==> src/rtl/ai_master_rd_dispatcher_pkg.sv <==
// rtl/ai_master_rd_dispatcher_pkg.sv - shared AXI widths and slave-index decode field for the read dispatcher
package ai_master_rd_dispatcher_pkg;

    localparam int DEF_SLV_AMT           = 2;
    localparam int DEF_OUTSTANDING_AMT   = 8;
    localparam int DEF_DATA_WIDTH        = 32;
    localparam int DEF_ADDR_WIDTH        = 32;
    localparam int DEF_TRANS_MST_ID_W    = 5;
    localparam int DEF_TRANS_BURST_W     = 2;
    localparam int DEF_TRANS_DATA_LEN_W  = 3;
    localparam int DEF_TRANS_DATA_SIZE_W = 3;
    localparam int DEF_SLV_ID_MSB_IDX    = 30;
    localparam int DEF_SLV_ID_LSB_IDX    = 30;

endpackage

==> src/rtl/ai_master_rd_dispatcher_sync_fifo.sv <==
// rtl/ai_master_rd_dispatcher_sync_fifo.sv - ai_sync_fifo, parameterised synchronous FIFO with full/empty/count
module ai_sync_fifo #(
    parameter int WIDTH = 1,
    parameter int DEPTH = 8
) (
    input  logic                       clk,
    input  logic                       rst_n,
    input  logic                       wr_en,
    input  logic [WIDTH-1:0]           wr_data,
    input  logic                       rd_en,
    output logic [WIDTH-1:0]           rd_data,
    output logic                       full,
    output logic                       empty,
    output logic [$clog2(DEPTH+1)-1:0] count
);

    localparam int PTR_W = $clog2(DEPTH);
    localparam int CNT_W = $clog2(DEPTH + 1);

    logic [WIDTH-1:0] mem [DEPTH];
    logic [PTR_W-1:0] wr_ptr;
    logic [PTR_W-1:0] rd_ptr;
    logic             do_wr;
    logic             do_rd;

    // Writes are refused while full even if a read happens in the same cycle.
    assign full    = (count == CNT_W'(DEPTH));
    assign empty   = (count == '0);
    assign do_wr   = wr_en & ~full;
    assign do_rd   = rd_en & ~empty;
    assign rd_data = mem[rd_ptr];

    always_ff @(posedge clk or negedge rst_n) begin
        if (!rst_n) begin
            wr_ptr <= '0;
            rd_ptr <= '0;
            count  <= '0;
        end else begin
            if (do_wr) wr_ptr <= wr_ptr + 1'b1;
            if (do_rd) rd_ptr <= rd_ptr + 1'b1;
            case ({do_wr, do_rd})
                2'b10:   count <= count + 1'b1;
                2'b01:   count <= count - 1'b1;
                default: count <= count;
            endcase
        end
    end

    always_ff @(posedge clk) begin
        if (do_wr) mem[wr_ptr] <= wr_data;
    end

endmodule

==> src/rtl/ai_master_rd_dispatcher.sv <==
// rtl/ai_master_rd_dispatcher.sv - steers master AR to a slave arbiter and returns R beats in AR-issue order
module ai_master_rd_dispatcher
    import ai_master_rd_dispatcher_pkg::*;
#(
    parameter int SLV_AMT           = DEF_SLV_AMT,
    parameter int SLV_ID_W          = $clog2(SLV_AMT),
    parameter int OUTSTANDING_AMT   = DEF_OUTSTANDING_AMT,
    parameter int DATA_WIDTH        = DEF_DATA_WIDTH,
    parameter int ADDR_WIDTH        = DEF_ADDR_WIDTH,
    parameter int TRANS_MST_ID_W    = DEF_TRANS_MST_ID_W,
    parameter int TRANS_BURST_W     = DEF_TRANS_BURST_W,
    parameter int TRANS_DATA_LEN_W  = DEF_TRANS_DATA_LEN_W,
    parameter int TRANS_DATA_SIZE_W = DEF_TRANS_DATA_SIZE_W,
    parameter int SLV_ID_MSB_IDX    = DEF_SLV_ID_MSB_IDX,
    parameter int SLV_ID_LSB_IDX    = DEF_SLV_ID_LSB_IDX
) (
    input  logic                             ACLK_i,
    input  logic                             ARESETn_i,
    input  logic [TRANS_MST_ID_W-1:0]        m_ARID_i,
    input  logic [ADDR_WIDTH-1:0]            m_ARADDR_i,
    input  logic [TRANS_BURST_W-1:0]         m_ARBURST_i,
    input  logic [TRANS_DATA_LEN_W-1:0]      m_ARLEN_i,
    input  logic [TRANS_DATA_SIZE_W-1:0]     m_ARSIZE_i,
    input  logic                             m_ARVALID_i,
    output logic                             m_ARREADY_o,
    output logic [TRANS_MST_ID_W-1:0]        m_RID_o,
    output logic [DATA_WIDTH-1:0]            m_RDATA_o,
    output logic                             m_RLAST_o,
    output logic                             m_RVALID_o,
    input  logic                             m_RREADY_i,
    output logic [TRANS_MST_ID_W-1:0]        sa_ARID_o,
    output logic [ADDR_WIDTH-1:0]            sa_ARADDR_o,
    output logic [TRANS_BURST_W-1:0]         sa_ARBURST_o,
    output logic [TRANS_DATA_LEN_W-1:0]      sa_ARLEN_o,
    output logic [TRANS_DATA_SIZE_W-1:0]     sa_ARSIZE_o,
    output logic [SLV_AMT-1:0]               sa_ARVALID_o,
    input  logic [SLV_AMT-1:0]               sa_ARREADY_i,
    output logic                             sa_AR_outst_full_o,
    input  logic [TRANS_MST_ID_W*SLV_AMT-1:0] sa_RID_i,
    input  logic [DATA_WIDTH*SLV_AMT-1:0]    sa_RDATA_i,
    input  logic [SLV_AMT-1:0]               sa_RLAST_i,
    input  logic [SLV_AMT-1:0]               sa_RVALID_i,
    output logic [SLV_AMT-1:0]               sa_RREADY_o
);

    localparam int CNT_W = $clog2(OUTSTANDING_AMT + 1);

    logic [SLV_ID_W-1:0] sel;
    logic [SLV_ID_W-1:0] head;
    logic                full;
    logic                empty;
    logic                fifo_full;
    logic [CNT_W-1:0]    fifo_count;
    logic                push;
    logic                pop;

    assign sel  = m_ARADDR_i[SLV_ID_MSB_IDX:SLV_ID_LSB_IDX];
    assign full = (fifo_count == CNT_W'(OUTSTANDING_AMT));

    assign sa_AR_outst_full_o = full;
    assign sa_ARID_o          = m_ARID_i;
    assign sa_ARADDR_o        = m_ARADDR_i;
    assign sa_ARBURST_o       = m_ARBURST_i;
    assign sa_ARLEN_o         = m_ARLEN_i;
    assign sa_ARSIZE_o        = m_ARSIZE_i;

    // ARREADY depends only on the addressed slave and our own fill level, never on ARVALID.
    assign m_ARREADY_o = sa_ARREADY_i[sel] & ~full;

    always_comb begin
        sa_ARVALID_o = '0;
        for (int s = 0; s < SLV_AMT; s++) begin
            sa_ARVALID_o[s] = m_ARVALID_i & (sel == SLV_ID_W'(s)) & ~full;
        end
    end

    // Only the slave at the head of the order FIFO may hand beats to the master.
    always_comb begin
        m_RVALID_o  = 1'b0;
        m_RID_o     = '0;
        m_RDATA_o   = '0;
        m_RLAST_o   = 1'b0;
        sa_RREADY_o = '0;
        for (int s = 0; s < SLV_AMT; s++) begin
            if (!empty && (head == SLV_ID_W'(s))) begin
                m_RVALID_o     = sa_RVALID_i[s];
                m_RID_o        = sa_RID_i[s*TRANS_MST_ID_W +: TRANS_MST_ID_W];
                m_RDATA_o      = sa_RDATA_i[s*DATA_WIDTH +: DATA_WIDTH];
                m_RLAST_o      = sa_RLAST_i[s];
                sa_RREADY_o[s] = m_RREADY_i;
            end
        end
    end

    assign push = m_ARVALID_i & m_ARREADY_o;
    assign pop  = m_RVALID_o & m_RREADY_i & m_RLAST_o;

    ai_sync_fifo #(
        .WIDTH (SLV_ID_W),
        .DEPTH (OUTSTANDING_AMT)
    ) u_order_fifo (
        .clk     (ACLK_i),
        .rst_n   (ARESETn_i),
        .wr_en   (push & ~fifo_full),
        .wr_data (sel),
        .rd_en   (pop),
        .rd_data (head),
        .full    (fifo_full),
        .empty   (empty),
        .count   (fifo_count)
    );

endmodule

==> config.mk <==
export PLATFORM = sky130hd
export DESIGN_NAME = ai_master_rd_dispatcher
export DESIGN_NICKNAME = d
export VERILOG_FILES = /design/src/rtl/ai_master_rd_dispatcher_pkg.sv /design/src/rtl/ai_master_rd_dispatcher_sync_fifo.sv /design/src/rtl/ai_master_rd_dispatcher.sv
export SDC_FILE = /design/constraint.sdc
export NUM_CORES = 1
export LEC_CHECK = 0
export ABC_AREA = 1
export ABC_CLOCK_PERIOD_IN_PS = 3500
export CORE_MARGIN = 5
export CORE_UTILIZATION = 33
export DETAILED_ROUTE_END_ITERATION = 12
export GPL_ROUTABILITY_DRIVEN = 0
export HOLD_SLACK_MARGIN = 0.15
export PLACE_DENSITY = 0.95
export SLEW_MARGIN = 15
export SYNTH_ARGS = -nofsm -noshare
export SYNTH_HDL_FRONTEND = slang
export SYNTH_SLANG_ARGS = --single-unit
==> constraint.sdc <==
create_clock -name ACLK_i -period 3.5 [get_ports ACLK_i]
set_input_delay 0.875 -clock ACLK_i [delete_from_list [all_inputs] [get_ports ACLK_i]]
set_output_delay 0.875 -clock ACLK_i [all_outputs]
set_load 0.01 [all_outputs]
---- Yosys cells after proc, flatten, opt, wreduce, memory -nomap -nowiden ----
Memory sizes are Yosys's and may differ from the RTL's.
Cells that the tools add are included.
Widths: inputs -> output; s select.
cells by class
  divide/modulo/power cells ............... 0
  bitwise gates (word level) .............. 15
  multipliers ............................. 0
  equality and inequality tests ........... 3
  reduce and logical (&&, ||, !) cells .... 5
  add/sub/neg operators ................... 4
  mux-type cells .......................... 15
  magnitude comparators ................... 1
  shift operators ......................... 0
operator list
  cell                 number
  $mux 32              2
  $and 1x1->1          11
  $mux 1               10
  $mux 5               2
  $pmux 4 s2           1
  $add 3x1->3 const B  2
  $add 4x1->4 const B  1
  $eq 4x4->1 const B   1
  $logic_not 4->1      1
  $not 1->1            4
  $sub 4x1->4 const B  1
  $eq 2x1->1 const B   1
  $eq 2x2->1 const B   1
  $logic_and 1x1->1    2
  $lt 1x2->1 const B   1
  $reduce_bool 2->1    1
  $logic_not 1->1      1
storage, ports and cells
  bits of input ports ..................... 129
  flip-flop bits (word level) ............. 10
  logic and storage cells ................. 47
  memories ................................ 1
  latch bits .............................. 0
  output and inout port bits .............. 90
  RAM bits ................................ 8
  ROM bits ................................ 0
memories
  memory            depth  width  rd ports  clocked after Yosys merged registers in  write ports  RTL line                                 RTL
  u_order_fifo.mem  8      1      1         0                                        1            ai_master_rd_dispatcher_sync_fifo.sv:20  logic [WIDTH-1:0] mem [DEPTH];

---- Longest topological paths before layout ----
Gate-level depths: netlist of the first run.
  depth in word-level cells ............... 10
  depth in mapped cells ................... 16
  gate-level depth less buffers ........... 16

---- Modules after synthesis ----
From an unflattened synthesis of the first run, not the netlist that was laid out.
second synthesis, totals
  cells, all modules ...................... 317
  area, all modules ....................... 2035.7 um^2
modules (own cells, without submodules)
  module                   instances  sequential area each (um^2)  cells an instance  area each (um^2)
  ai_master_rd_dispatcher  1          0.0                          201                1039.7
  ai_sync_fifo             1          490.5                        116                996.0

---- Worst setup path after synthesis of the first run ----
Ideal clock, no wire load.
  kind .................................... input-to-reg
  start point ............................. input m_ARADDR_i[30]
  end point ............................... register u_order_fifo.count[2]
  setup slack ............................. 1187 ps
  stages on the path ...................... 11
  required time ........................... 3381 ps
  setup time .............................. 119 ps
  data arrival time ....................... 2194 ps
  cell sequence ........................... inv_1 nand2_1 a21oi_2 nand2_2 ha_1 xor2_1 ha_1 a21oi_1 a21oi_1 o21ai_0 o21a_1
on the way
  word-level cells in the longest chain between the ends .. 8
ends and longest elaborated chain
  what                                             RTL line                                 RTL
  start, declared                                  ai_master_rd_dispatcher.sv:20            input logic [ADDR_WIDTH-1:0] m_ARADDR_i,
  $mux 1 (implied by the code) * (2 in a row)      ai_master_rd_dispatcher.sv:68            assign m_ARREADY_o = sa_ARREADY_i[sel] & ~full;
  $and 1x1->1 *                                    ai_master_rd_dispatcher.sv:68
  via m_ARREADY_o                                  ai_master_rd_dispatcher.sv:25            output logic m_ARREADY_o,
  $and 1x1->1 *                                    ai_master_rd_dispatcher.sv:95            assign push = m_ARVALID_i & m_ARREADY_o;
  $and 1x1->1 *                                    ai_master_rd_dispatcher.sv:104           .wr_en (push & ~fifo_full),
  $and 1x1->1 *                                    ai_master_rd_dispatcher_sync_fifo.sv:29  assign do_wr = wr_en & ~full;
  $eq 2x1->1 or $eq 2x2->1 (tied branches)         ai_master_rd_dispatcher_sync_fifo.sv:41  case ({do_wr, do_rd})
  $pmux 4 s2 or $reduce_bool 2->1 (tied branches)  --
  end signal, assigned                             ai_master_rd_dispatcher_sync_fifo.sv:42  2'b10: count <= count + 1'b1;
  end signal, assigned                             ai_master_rd_dispatcher_sync_fifo.sv:43  2'b01: count <= count - 1'b1;
  end signal, assigned                             ai_master_rd_dispatcher_sync_fifo.sv:44  default: count <= count;
  end, declared                                    ai_master_rd_dispatcher_sync_fifo.sv:14  output logic [$clog2(DEPTH+1)-1:0] count
The timed path passes the listed nets; every way through them passes the cells marked *. The select of a mux whose other input is x is not followed.
A chain may end at the register's enable or synchronous reset.

---- Worst setup path after layout of the first run ----
  start point ............................. register u_order_fifo.rd_ptr[0]
  end point ............................... output m_RID_o[2]
on the way
  word-level cells in the longest chain between the ends .. 5
ends and longest elaborated chain
  what                    RTL line                                 RTL
  start, declared         ai_master_rd_dispatcher_sync_fifo.sv:22  logic [PTR_W-1:0] rd_ptr;
  start signal, assigned  ai_master_rd_dispatcher_sync_fifo.sv:40  if (do_rd) rd_ptr <= rd_ptr + 1'b1;
  $mem_v2 8x1 *           --
  $not 1->1               ai_master_rd_dispatcher.sv:85            if (!empty && (head == SLV_ID_W'(s))) begin
  $logic_and 1x1->1       ai_master_rd_dispatcher.sv:85
  $mux 5                  ai_master_rd_dispatcher.sv:85
  $mux 5 *                ai_master_rd_dispatcher.sv:85
  end, declared           ai_master_rd_dispatcher.sv:26            output logic [TRANS_MST_ID_W-1:0] m_RID_o,
Mark *: on every way between the ends. The rest lies on a longest branch, timed or not.

==> impl_metrics.csv, run 1 <==
group,metric,value,unit
clock_tree,cts.repair.resized,0,
setup_path,critical_path.endpoint_type,"output pin",
synth,synth.net_count,430,
final_layout,antenna_cells,0,
routing,wirelength,6.505,mm
routing,route.detailed.drc,0,
synth,mean_instance_size_in_the_synthesized_netlist,7.604,um2
routing,route.antenna.remaining_nets,0,
synth,post_synth_edffs,8,
flow_run,max-cap-violations,0,
timing,layout_worst_path_cycle_share,93.68,%
timing,finalHoldViolCount,0,
synth,synth-seq-cells,18,
floorplanning,core_area,6719,um2
synth,synth_commonest_cells,"sky130_fd_sc_hd__inv_1, sky130_fd_sc_hd__buf_4, sky130_fd_sc_hd__nand2_1",
clock_tree,clkSinkCount,18,
synth,netlist_area_before_placement,2251,um2
global_route,grtUsageTotal,14.59,%
setup_path,critical_path.startpoint,"u_order_fifo.rd_ptr[0]",
routing,post_drt_via_cell_ratio,4.721,
outcome,outcome,"complete, no violations",
routing,routedWlPerCell,14.17,um
pwr,ir_worst_vdd,0.0003576,V
floorplanning,die_height,92.59,um
clock_tree,cts_hold_buf,0,
pwr,post_layout_total_power,2.703,mW
clock_tree,cts.htree.levels,1,
synth,synth_top_cell_by_area,"sky130_fd_sc_hd__buf_4",
global_route,first_global_vias,2192,
floorplanning,die_width,92.59,um
timing,achievable-frequency,305.0,MHz
clock_tree,cts_tree,"done",
setup_path,timing.setup.critical_path_class,"flip-flop to output pin",
global_route,grt_max_degree,28,
final_layout,syn2layout_area_growth,46.58,%
floorplanning,dieArea,8573,um2
pwr,powerDensity,819.3,nW/um2
final_layout,final.fill_count,599,
min_path,min_from,"u_order_fifo.wr_ptr[0]",
synth,synth_top_area_share,15.34,%
timing,rsz_0062_raised_after_global_routing,"false",
final_layout,num-nets-final,514,
timing,final_max_slew_viol_count,0,
min_path,worst_hold_path_type,"flip-flop to flip-flop",
clock_tree,cts_buffers,3,
global_route,grt_first_pass_wirelength,10.43,mm
timing,min_clock_period_post_route,3279,ps
placed_design,hpwl,5.416,mm
synth,mapped_cells,296,
synth,ys_top_cells_by_area,"sky130_fd_sc_hd__buf_4, sky130_fd_sc_hd__nand3_2, sky130_fd_sc_hd__dfrtp_1, sky130_fd_sc_hd__edfxtp_1, sky130_fd_sc_hd__inv_1",
global_route,grt_antenna_before_repair,0,
timing,timing.clock.skew,7.911,ps
global_route,grt_remaining_overflow,0,
setup_path,worst_ep_required_time,2620,ps
routing,drt_first_pass_iters,4,
timing,tightest_pin_transition,506.4,ps
synth,yosys_warnings,0,
timing,final.setup.worst_slack,221.1,ps
routing,vias,2167,
placed_design,place_worst_setup_slack,343.2,ps
setup_path,worstSetupStartpointType,"flip-flop",
pwr,static-leakage-power,1.496,nW
setup_path,worst_flop_to_flop_path_startpoint,"u_order_fifo.rd_ptr[0]",
clock_tree,number_of_post_cts_setup_repair_buffers,0,
synth,synth_async_sr_flop_share,55.56,%
final_layout,share_of_cells_above_drive_strength_1,17.68,%
timing,finish_stage_setup_viols,0,
synth,post_synth_num_cell_types,29,
placed_design,numPortBuffers,130,
clock_tree,clock_latency,250,ps
floorplanning,start_util,33.50,%
floorplanning,row_count,30,
synth,yosysMostFrequentCell,"sky130_fd_sc_hd__inv_1",
setup_path,worstPathArrival,2400,ps
clock_tree,clock_transition_at_the_register_clock_pins_on_the_worst_setup_and_hold_paths_after_cts,70,ps
routing,drt_iter0_markers,69,
floorplanning,boundaryPins,219,
setup_path,timing.critical_path.fanout_max,27,
synth,synth_top_flop_cell,"sky130_fd_sc_hd__dfrtp_1",
clock_tree,ctsLongestPathBuffers,2,
timing,fin_setup_tns,0,ps
synth,ys_seq_area_share,21.79,%
timing,max_slew_margin,66.14,%
clock_tree,cts_root_buffer,"sky130_fd_sc_hd__clkbuf_8",
==> routing by layer <==
metal | up-vias | track usage [%] | wire length [um]
li1 | 1062 | - | -
met1 | 966 | 15.42 | 2407
met2 | 129 | 27.07 | 3295
met3 | 10 | 6.011 | 745
met4 | 0 | 2.847 | 56
met5 | - | 0 | 0
==> kinds of logic after synthesis <==
kind of cell               synth area share, %
buffers and inverters                    30.74
and+or+nand+nor                          28.52
AOI/OAI and AO/OA                        13.84
DFF                                      21.79
xor gates and xnor gates                 2.335
adders and majority gates                2.779
==> state kept, by name (all words and copies together) (netlist names) <==
name / flops
u_order_fifo.rd_ptr: 3
u_order_fifo.mem: 8
u_order_fifo.count: 4
u_order_fifo.wr_ptr: 3
==> stage by stage <==
step	utilization [%]	hold slack (ps)	instance area [um2]	instances
after floorplan	-	493.3	2251	296
after global placement	48.44	523.6	3254	455
after detailed placement	48.44	525.5	3254	455
after CTS	49.11	539.9	3299	459
after global routing	49.11	580.9	3299	459
final	49.11	539.8	3299	459
==> cell type report <==
cell class | instances | area (um2) | area share [%]
Clock buffer | 3 | 41.29 | 1.251
Clock inverter | 1 | 3.754 | 0.1138
Inverter | 63 | 236.5 | 7.167
Multi-Input combinational cell | 158 | 1069 | 32.39
Sequential cell | 18 | 490.5 | 14.87
Tap cell | 80 | 100.1 | 3.034
Timing Repair Buffer | 136 | 1359 | 41.18
==> report_power, final <==
group	switching [mW]	leakage, nW	total (mW)	internal (mW)
Combinational	1.13	1.28	2.20	1.08
Clock	0.0675	0.0231	0.145	0.0779
Sequential	0.0686	0.192	0.354	0.286
Total	1.26	1.50	2.70	1.44
==> path summary, 6_finish.rpt <==
check                                         end  slack [ps]  cells after the start
min                        u_order_fifo.wr_ptr[0]         540                      2
max in group asynchronous   u_order_fifo.count[3]        2200                      1
min reg2reg                u_order_fifo.wr_ptr[0]         540                      2
max                                    m_RID_o[2]         220                      9
max reg2reg                 u_order_fifo.count[2]         660                     16
min in group asynchronous  u_order_fifo.wr_ptr[2]         960                      1
==> worst max-delay path, stage by stage, from the launching register on <==
cell,delay (ps)
sky130_fd_sc_hd__dfrtp_1,470
sky130_fd_sc_hd__inv_2,130
sky130_fd_sc_hd__nand2_1,60
sky130_fd_sc_hd__nand3_1,100
sky130_fd_sc_hd__nand3_2,160
sky130_fd_sc_hd__nand2_4,250
sky130_fd_sc_hd__buf_12,220
sky130_fd_sc_hd__nand3_1,90
sky130_fd_sc_hd__o21ai_1,100
sky130_fd_sc_hd__clkdlybuf4s50_1,570
==> cells in the final DEF, fill, tap and decap left out, drive strengths merged, types with 3 or more instances in the layout <==
cell type and instances:
a21oi 4, buf 6, clkbuf 3, clkdlybuf4s50 130
dfrtp 10, edfxtp 8, ha 5, inv 63
nand2 32, nand3 49, nand4 7, nor2 10
o21ai 41, xor2 4
Power figures use the tool's default switching activity.
==> inputs of run 2 (changes only) <==
--- a/config.mk
+++ b/config.mk
@@ -7,6 +7,7 @@
 export LEC_CHECK = 0
 export ABC_AREA = 1
 export ABC_CLOCK_PERIOD_IN_PS = 3500
+export CAP_MARGIN = 20
 export CORE_MARGIN = 5
 export CORE_UTILIZATION = 33
 export DETAILED_ROUTE_END_ITERATION = 12
==> results of run 2 <==
Same layout as run 1: the final DEF is identical, and so are final timing and power.
